[src/rtl/redmule_tile_scheduler.sv]
// -----------------------------------------------------------------------------
// redmule_tile_scheduler
//
// Walks the RedMulE tile loop nest m (X rows) -> k (W columns) -> n (X columns,
// the reduction axis) from the iteration counts and leftovers handed over by
// the tiler. One tile descriptor is offered per step on a valid/ready
// handshake. Each descriptor carries the indices, the per-axis partial-tile
// flags and the accumulator init/store markers. Completion is reported with a
// single-cycle done pulse.
//
// The walk uses only the three nested counters, so no M*K*N product is ever
// formed. The total schedule length can reach 2^48 tiles without wide
// arithmetic.
// -----------------------------------------------------------------------------
module redmule_tile_scheduler #(
  parameter int unsigned ITER_W = 16,
  parameter int unsigned LFT_W  = 8
) (
  input  logic              clk_i,
  input  logic              rst_ni,
  input  logic              clear_i,
  input  logic              start_i,
  input  logic [ITER_W-1:0] x_rows_iter_i,
  input  logic [ITER_W-1:0] w_cols_iter_i,
  input  logic [ITER_W-1:0] x_cols_iter_i,
  input  logic [LFT_W-1:0]  x_rows_lftovr_i,
  input  logic [LFT_W-1:0]  w_cols_lftovr_i,
  input  logic [LFT_W-1:0]  x_cols_lftovr_i,
  output logic              tile_valid_o,
  input  logic              tile_ready_i,
  output logic [ITER_W-1:0] tile_m_o,
  output logic [ITER_W-1:0] tile_k_o,
  output logic [ITER_W-1:0] tile_n_o,
  output logic              tile_m_lft_o,
  output logic              tile_k_lft_o,
  output logic              tile_n_lft_o,
  output logic              tile_first_o,
  output logic              tile_last_o,
  output logic              busy_o,
  output logic              done_o,
  output logic [ITER_W-1:0] store_cnt_o
);

  // FSM encoding
  localparam logic [1:0] IDLE = 2'd0;
  localparam logic [1:0] RUN  = 2'd1;
  localparam logic [1:0] DONE = 2'd2;

  localparam logic [ITER_W-1:0] ONE = ITER_W'(1);

  // State, loop indices and completed-store counter
  logic [1:0]        state_q, state_d;
  logic [ITER_W-1:0] m_q, m_d;
  logic [ITER_W-1:0] k_q, k_d;
  logic [ITER_W-1:0] n_q, n_d;
  logic [ITER_W-1:0] store_q, store_d;

  // Configuration latched at start; the tiler outputs may change afterwards
  logic [ITER_W-1:0] m_iter_q, m_iter_d;
  logic [ITER_W-1:0] k_iter_q, k_iter_d;
  logic [ITER_W-1:0] n_iter_q, n_iter_d;
  logic [LFT_W-1:0]  m_lft_q, m_lft_d;
  logic [LFT_W-1:0]  k_lft_q, k_lft_d;
  logic [LFT_W-1:0]  n_lft_q, n_lft_d;

  logic in_run;
  logic handshake;
  logic m_last, k_last, n_last;
  logic any_zero_count;

  assign in_run    = (state_q == RUN);
  assign handshake = in_run && tile_ready_i;

  // Counts are nonzero whenever RUN is entered, so count-1 never wraps here.
  assign m_last = (m_q == (m_iter_q - ONE));
  assign k_last = (k_q == (k_iter_q - ONE));
  assign n_last = (n_q == (n_iter_q - ONE));

  assign any_zero_count = (x_rows_iter_i == '0) ||
                          (w_cols_iter_i == '0) ||
                          (x_cols_iter_i == '0);

  // Next-state logic: FSM, nested index advance and config capture
  always_comb begin
    // NOTE: every signal assigned here first gets a default (hold), so no
    // path through the case/if tree leaves one unassigned and infers a latch.
    state_d  = state_q;
    m_d      = m_q;
    k_d      = k_q;
    n_d      = n_q;
    store_d  = store_q;
    m_iter_d = m_iter_q;
    k_iter_d = k_iter_q;
    n_iter_d = n_iter_q;
    m_lft_d  = m_lft_q;
    k_lft_d  = k_lft_q;
    n_lft_d  = n_lft_q;

    if (clear_i) begin
      // Soft clear wins over everything, including a coincident start.
      state_d  = IDLE;
      m_d      = '0;
      k_d      = '0;
      n_d      = '0;
      store_d  = '0;
      m_iter_d = '0;
      k_iter_d = '0;
      n_iter_d = '0;
      m_lft_d  = '0;
      k_lft_d  = '0;
      n_lft_d  = '0;
    end else begin
      unique case (state_q)
        IDLE: begin
          if (start_i) begin
            m_iter_d = x_rows_iter_i;
            k_iter_d = w_cols_iter_i;
            n_iter_d = x_cols_iter_i;
            m_lft_d  = x_rows_lftovr_i;
            k_lft_d  = w_cols_lftovr_i;
            n_lft_d  = x_cols_lftovr_i;
            m_d      = '0;
            k_d      = '0;
            n_d      = '0;
            store_d  = '0;
            // An empty loop nest still completes, it just issues no tiles.
            state_d  = any_zero_count ? DONE : RUN;
          end
        end

        RUN: begin
          if (handshake) begin
            if (n_last) begin
              store_d = store_q + ONE;
              n_d     = '0;
              if (k_last) begin
                k_d = '0;
                if (m_last) begin
                  // Final tile: leave the indices parked at zero.
                  m_d     = '0;
                  state_d = DONE;
                end else begin
                  m_d = m_q + ONE;
                end
              end else begin
                k_d = k_q + ONE;
              end
            end else begin
              n_d = n_q + ONE;
            end
          end
        end

        DONE: begin
          state_d = IDLE;
        end

        default: begin
          state_d = IDLE;
        end
      endcase
    end
  end

  // Sequential state: FSM, indices and store counter
  always_ff @(posedge clk_i or negedge rst_ni) begin
    // NOTE: registers take non-blocking (<=) updates so every flop samples
    // the pre-edge values, independent of statement order.
    if (!rst_ni) begin
      state_q <= IDLE;
      m_q     <= '0;
      k_q     <= '0;
      n_q     <= '0;
      store_q <= '0;
    end else begin
      state_q <= state_d;
      m_q     <= m_d;
      k_q     <= k_d;
      n_q     <= n_d;
      store_q <= store_d;
    end
  end

  // Sequential state: latched tile-loop configuration
  always_ff @(posedge clk_i or negedge rst_ni) begin
    if (!rst_ni) begin
      m_iter_q <= '0;
      k_iter_q <= '0;
      n_iter_q <= '0;
      m_lft_q  <= '0;
      k_lft_q  <= '0;
      n_lft_q  <= '0;
    end else begin
      m_iter_q <= m_iter_d;
      k_iter_q <= k_iter_d;
      n_iter_q <= n_iter_d;
      m_lft_q  <= m_lft_d;
      k_lft_q  <= k_lft_d;
      n_lft_q  <= n_lft_d;
    end
  end

  // Descriptor outputs come straight from registers, so they hold steady
  // for as long as the consumer stalls. Flags are qualified with RUN so
  // that idle outputs stay at their reset values.
  assign tile_valid_o = in_run;
  assign tile_m_o     = m_q;
  assign tile_k_o     = k_q;
  assign tile_n_o     = n_q;
  assign tile_m_lft_o = in_run && m_last && (m_lft_q != '0);
  assign tile_k_lft_o = in_run && k_last && (k_lft_q != '0);
  assign tile_n_lft_o = in_run && n_last && (n_lft_q != '0);
  assign tile_first_o = in_run && (n_q == '0);
  assign tile_last_o  = in_run && n_last;
  assign busy_o       = (state_q == RUN) || (state_q == DONE);
  assign done_o       = (state_q == DONE);
  assign store_cnt_o  = store_q;

endmodule

[config.mk]
export PLATFORM = sky130hd
export DESIGN_NAME = redmule_tile_scheduler
export DESIGN_NICKNAME = d
export VERILOG_FILES = /design/src/rtl/redmule_tile_scheduler.sv
export SDC_FILE = /design/constraint.sdc
export NUM_CORES = 1
export LEC_CHECK = 0
export ABC_AREA = 1
export ABC_CLOCK_PERIOD_IN_PS = 6300
export CAP_MARGIN = 20
export CORE_MARGIN = 5
export CORE_UTILIZATION = 55
export DETAILED_ROUTE_END_ITERATION = 10
export PLACE_DENSITY = 0.84
export SLEW_MARGIN = 20
export SYNTH_ARGS = -nofsm -noshare
export SYNTH_HDL_FRONTEND = slang
export SYNTH_SLANG_ARGS = --single-unit
[constraint.sdc]
create_clock -name clk_i -period 6.3 [get_ports clk_i]
set_input_delay 1.575 -clock clk_i [delete_from_list [all_inputs] [get_ports clk_i]]
set_output_delay 1.575 -clock clk_i [all_outputs]
set_load 0.005 [all_outputs]
==> metrics, run 1 <==
outcome finished clean; Worst Setup Start Kind flop; Synthesized Nets about 1500; num rows 48; Hold WC Path Type reg -> reg; cell count along the critical path 11; count of cell types in the netlist 44; Pleak approximately 5.4 nW; PD cells 330.8 nW/µm²; P&R area growth vs syn 22.84%; DR WL/cell ~16 µm; CP endpoint kind output port; Arr. time, crit path about 3 ns; largest net degree at the start of global routing 94; antenna cells 0; Resize count post-CTS 0; Max Freq roughly 0.21 GHz; Design Area, Final 11840 µm²; Final min period around 4.7 ns; Least-Margin Pin Slew 0.9024 ns; Root Buffer clkbuf_16; Final HPWL DP between 20000 and 25000 µm; # setup viols final 0; post-CTS setup buffer count 0; Data required, critical path roughly 4.7 ns; die area roughly 20000 µm²; Remaining Overflow, GRT 0; Crit path buffers/inverters 2; share of the synthesized area in the top cell type 0.3584; Clk Latency, worst-skew pair 0.42 ns; Die H between 100 and 150 µm; CTS Hold Bufs 0; Core ar. between 15000 and 20000 µm²; DRT antenna net count 0; GRT met1 Usage 0.3847; Yosys warning total 0; clk sink count about 140; CTS Buf Count 17; Initial Util 0.5589; dpl cell area about 11000 µm²; global-route wire length before repair between 40000 and 50000 µm; final core occ 0.6866; WS Path Type reg -> out; setup_tns 0 ns; MaxCap Viol Count 0; met2 Usage GRT 0.4760; Reg clk slew, reported paths 0.06 ns; initial antenna violation count 0; R2R setup slack just under 3 ns; GRT busiest layer met2; layout cells sized above 1 0.06522; die width approximately 140 µm; Global Route Usage Sum 0.2846; CTS Buffer Depth 2; Mean Syn Cell Area about 7 µm²; gp weighted congestion slightly below 1; met3 usage 0.04872; delay-heaviest family, CP simple AND/OR/NAND/NOR gates; CP max-delay cell clkdlybuf4s50_1; Async SR Flop Fraction 1.000; Yosys top cell by area dfrtp_1; worst hold stages 2; Detailed Route WL roughly 29000 µm; Synth Register Bits between 100 and 150; Peak VDD IR ~0.23 mV; CTS tree built; critical path peak fanout 8; Post-synth EDFFs 0; Hold WS 0.5240 ns; H-tree Lvls 4; RR Startpoint n_iter_q[0]; Hold Startpoint state_q[1]; Worst Hold End state_q[1]; Synth Cell Area roughly 9600 µm²; Fin. Hold Viols 0; Worst slew margin 0.3984; Clock Skews 0.01180 ns; final number of max-transition violations 0; CP cell instances inv_2 -> ha_1 -> nand2_1 -> nor2_1 -> o22ai_1 -> nor3_1 -> nand3b_1 -> nor3_1 -> nand4_1 -> nor2_1 -> clkdlybuf4s50_1; part of the Yosys area used for sequential elements 0.3584; Gate Count Post-Synth about 1400; CP max stage delay approximately 0.53 ns; FF-to-FF path depth 15; Vias around 9900; power after layout 3.916 mW; Post-synth top flop dfrtp_1; Iteration-0 DRC Markers roughly 930; Final #Nets ~1600; RSZ-0062 raised after global routing no; synth top area cells dfrtp_1 (36%), nand2_1 (13%), nand3_1 (8.8%); RR Endpoint tile_m_o[15]; I/O pin cnt 149; Port Buffers approximately 150; vias per cell around 5.7; Final period util 0.7401; DRC 0; number of global-route vias before repair ~9400; Pre-Repair DR Iteration Count 6
logic make-up after synthesis:
group | count (synthesis) | share of synthesized area
compound gates | 144 | 0.07883
fa+ha+maj | 11 | 0.01429
buf+inv | 217 | 0.09247
flops | 138 | 0.3584
simple gates | 794 | 0.3817
xor+xnor | 80 | 0.07429
worst register-to-register path: cells and delay by family, from the launching register on:
kind	cells	cell delay, ns
buffers and inverters	1	0.12
and+or+nand+nor	13	2.42
DFF	1	0.43
adders and majority gates	1	0.23
cells in the final DEF, fill, tap and decap left out, types with 11 or more instances in the layout:
master	instances
nor3_1	42
o21ai_0	88
nand3_1	169
inv_1	150
clkdlybuf4s50_1	147
xor2_1	57
dfrtp_1	138
o21ai_1	19
xnor2_1	21
nor2_1	129
inv_2	15
nand2_2	13
ha_1	11
clkbuf_16	17
nand4_1	38
a21oi_1	23
nand3b_1	13
nand2_1	332
nor4_1	26
area by class of cell:
class	count	area, µm²
clock inverters	10	187.7
clock buffers	22	474.2
repair buffers	153	1520
fillers	1500	5401
well taps	225	281.5
inverters	166	625.6
flip-flops and latches	138	3453
multi-input cells	1029	5293
power by group:
group,total (mW),leakage (nW),switching [mW],internal (mW)
registers,1.11,1.89,0.118,0.991
clock network,1.13,0.317,0.394,0.736
logic,1.68,3.15,1.13,0.549
total,3.92,5.36,1.64,2.28
worst max path at each step:
stage / startpoint / to / slack, ns
after floorplan: n_iter_q[0] / tile_n_lft_o / 3.00
after global placement: clear_i / tile_m_o[1] / 1.82
after detailed placement: clear_i / tile_m_o[15] / 1.71
after CTS: k_iter_q[0] / tile_k_lft_o / 1.68
after global routing: k_iter_q[0] / tile_k_lft_o / 1.37
final: k_iter_q[0] / tile_k_lft_o / 1.64
metrics by stage:
stage	setup slack [ns]	std cells
floorplan	3.004	1384
global placement	1.824	1711
detailed placement	1.708	1711
CTS	1.680	1743
global route	1.366	1743
finish	1.637	1743
cells in the mapped netlist (11+ instances only):
master and count:
a21oi_1 23, clkbuf_1 29, dfrtp_1 138, ha_1 11, inv_1 150, inv_2 15
nand2_1 333, nand2_2 12, nand3_1 169, nand3b_1 13, nand4_1 38, nor2_1 129
nor3_1 42, nor4_1 26, o21ai_0 88, o21ai_1 19, xnor2_1 21, xor2_1 57
sequential cells by signal, indices dropped and copies added, names as in the netlist:
signal and count:
k_iter_q 16, m_iter_q 16, n_iter_q 16, store_cnt_o 16
tile_k_o 16, tile_m_o 16, tile_n_o 16, k_lft_q 8
m_lft_q 8, n_lft_q 8, state_q 2
routing by layer:
layer | part of all wire | wire length (µm)
met1 | 0.42 | 12160
met2 | 0.48 | 13870
met3 | 0.070 | 2008
met4 | 0.022 | 631
met5 | 0 | 0
Note: power is estimated with default switching activity, not from simulation.
==> run 2, diff against run 1 <==
--- a/config.mk
+++ b/config.mk
@@ -6,7 +6,7 @@
 export NUM_CORES = 1
 export LEC_CHECK = 0
 export ABC_AREA = 1
-export ABC_CLOCK_PERIOD_IN_PS = 6300
+export ABC_CLOCK_PERIOD_IN_PS = 4700
 export CAP_MARGIN = 20
 export CORE_MARGIN = 5
 export CORE_UTILIZATION = 55
==> constraint.sdc (replaced) <==
create_clock -name clk_i -period 4.7 [get_ports clk_i]
set_input_delay 1.175 -clock clk_i [delete_from_list [all_inputs] [get_ports clk_i]]
set_output_delay 1.175 -clock clk_i [all_outputs]
set_load 0.005 [all_outputs]
==> run 2 against run 1 <==
- final cell count grew 0.40%
- critical path type unchanged
- non-clock buffer count grew 7
- first-iteration DRC count down 27%
- count of clock-buffer cells in the layout shrank 5
- die area unchanged
==> metrics, run 2 (same netlist as run 1, synthesis figures left out) <==
outcome finished clean; RSZ-0062 raised after global routing no; Vias between 9000 and 10000; Worst Setup Start Kind flop; Least-Margin Pin Slew about 0.81 ns; setup_tns 0 ns; Pre-Repair DR Iteration Count 5; Reg clk slew, reported paths roughly 0.07 ns; global-route wire length before repair 47830 µm; die width 142.4 µm; number of global-route vias before repair roughly 9500; antenna cells 0; Design Area, Final approximately 12000 µm²; Global Route Usage Sum 0.2930; Final min period approximately 4.2 ns; MaxCap Viol Count 0; DR WL/cell roughly 17 µm; Peak VDD IR about 0.27 mV; Core ar. 17240 µm²; Clock Skews about 0.0095 ns; gp weighted congestion 0.9403; P&R area growth vs syn 22.99%; PD cells around 440 nW/µm²; vias per cell between 5 and 6; CP cell instances inv_2 -> ha_1 -> or2_2 -> nand3_1 -> nand3_1 -> nor3_1 -> nand3b_1 -> nor3_1 -> nand4_1 -> nor2_1 -> clkdlybuf4s50_1; layout cells sized above 1 0.07016; critical path peak fanout 8; dpl cell area between 10000 and 15000 µm²; Port Buffers between 100 and 150; largest net degree at the start of global routing a little under 90; Place WS around 0.96 ns; Max Freq about 0.24 GHz; Detailed Route WL around 29000 µm; Pleak 5.381 nW; Fin. Hold Viols 0; Clk Latency, worst-skew pair about 0.42 ns; CP max stage delay about 0.52 ns; Final period util 0.9012; # setup viols final 0; WS Path Type reg -> out; Die H roughly 140 µm; Resize count post-CTS 0; Filler cells 1500; Final #Nets between 1500 and 2000; initial antenna violation count 0; num rows 48; Worst slew margin 0.4596; most frequent cells in the layout nand2_1 (333), nand3_1 (169), inv_1 (150); Initial Util 0.5589; setup ws final between 0.4 and 0.5 ns; post-CTS setup buffer count 0; DRC 0; CTS Buf Count 17; Data required, critical path 3.52 ns; Hold WS roughly 0.52 ns; CTS Buffer Depth 2; clk sink count approximately 140; H-tree Lvls 4; die area around 20000 µm²; CP max-delay cell clkdlybuf4s50_1; Hold WC Path Type reg -> reg; DRT antenna net count 0; Iteration-0 DRC Markers a little under 700; CTS tree built; leading cell type in the layout, fill and taps excluded nand2_1; Remaining Overflow, GRT 0; CP endpoint kind output port; CTS Hold Bufs 0; Arr. time, crit path slightly above 3 ns; Final HPWL DP approximately 21000 µm; Root Buffer clkbuf_16; I/O pin cnt approximately 150; final number of max-transition violations 0
## run 2: where the power goes
group / total, mW / internal (mW) / switching, mW
logic: 2.26 / 0.756 / 1.51
registers: 1.48 / 1.33 / 0.155
clock network: 1.45 / 0.858 / 0.588
total: 5.19 / 2.94 / 2.25
## run 2: worst paths after layout
kind | start | endpoint | slack [ns] | cells after the start
setup / recovery | k_iter_q[0] | tile_k_lft_o | 0.46 | 11
hold / removal | state_q[1] | state_q[1] | 0.52 | 2
setup reg to reg | k_iter_q[0] | tile_m_o[7] | 1.59 | 14
hold reg to reg | state_q[1] | state_q[1] | 0.52 | 2
max in group asynchronous | rst_ni | k_iter_q[13] | 2.98 | 2
min in group asynchronous | rst_ni | store_cnt_o[10] | 0.82 | 1
## run 2: through the flow
step	instances	utilization	power, mW
after floorplan	1384	-	3.141
after global placement	1718	0.6510	3.699
after detailed placement	1718	0.6510	3.726
after CTS	1750	0.6874	5.190
after global routing	1750	0.6874	5.559
final	1750	0.6874	5.191
## run 2: worst max-delay path: cells and delay by family (launching register included)
kind          cells  cell delay (ns)
flops             1             0.37
simple gates      8             1.38
fa+ha+maj         1             0.26
buf+inv           2             0.61
## run 2: routing by layer
layer	track usage	vias up	part of all wire	wire length (µm)
met5	0	-	0	0
met4	0.1031	0	0.028	831
met3	0.06082	60	0.074	2162
met2	0.4738	393	0.47	13660
met1	0.3929	4616	0.43	12570
li1	-	4773	-	-
## run 2: cell type report
cell class	instances	area, µm²	share of cell area
Clock inverter	15	202.7	0.01711
Clock buffer	17	425.4	0.03590
Multi-Input combinational cell	1029	5290	0.4465
Inverter	166	623.1	0.05259
Timing Repair Buffer	160	1573	0.1327
Sequential cell	138	3453	0.2914
Tap cell	225	281.5	0.02376
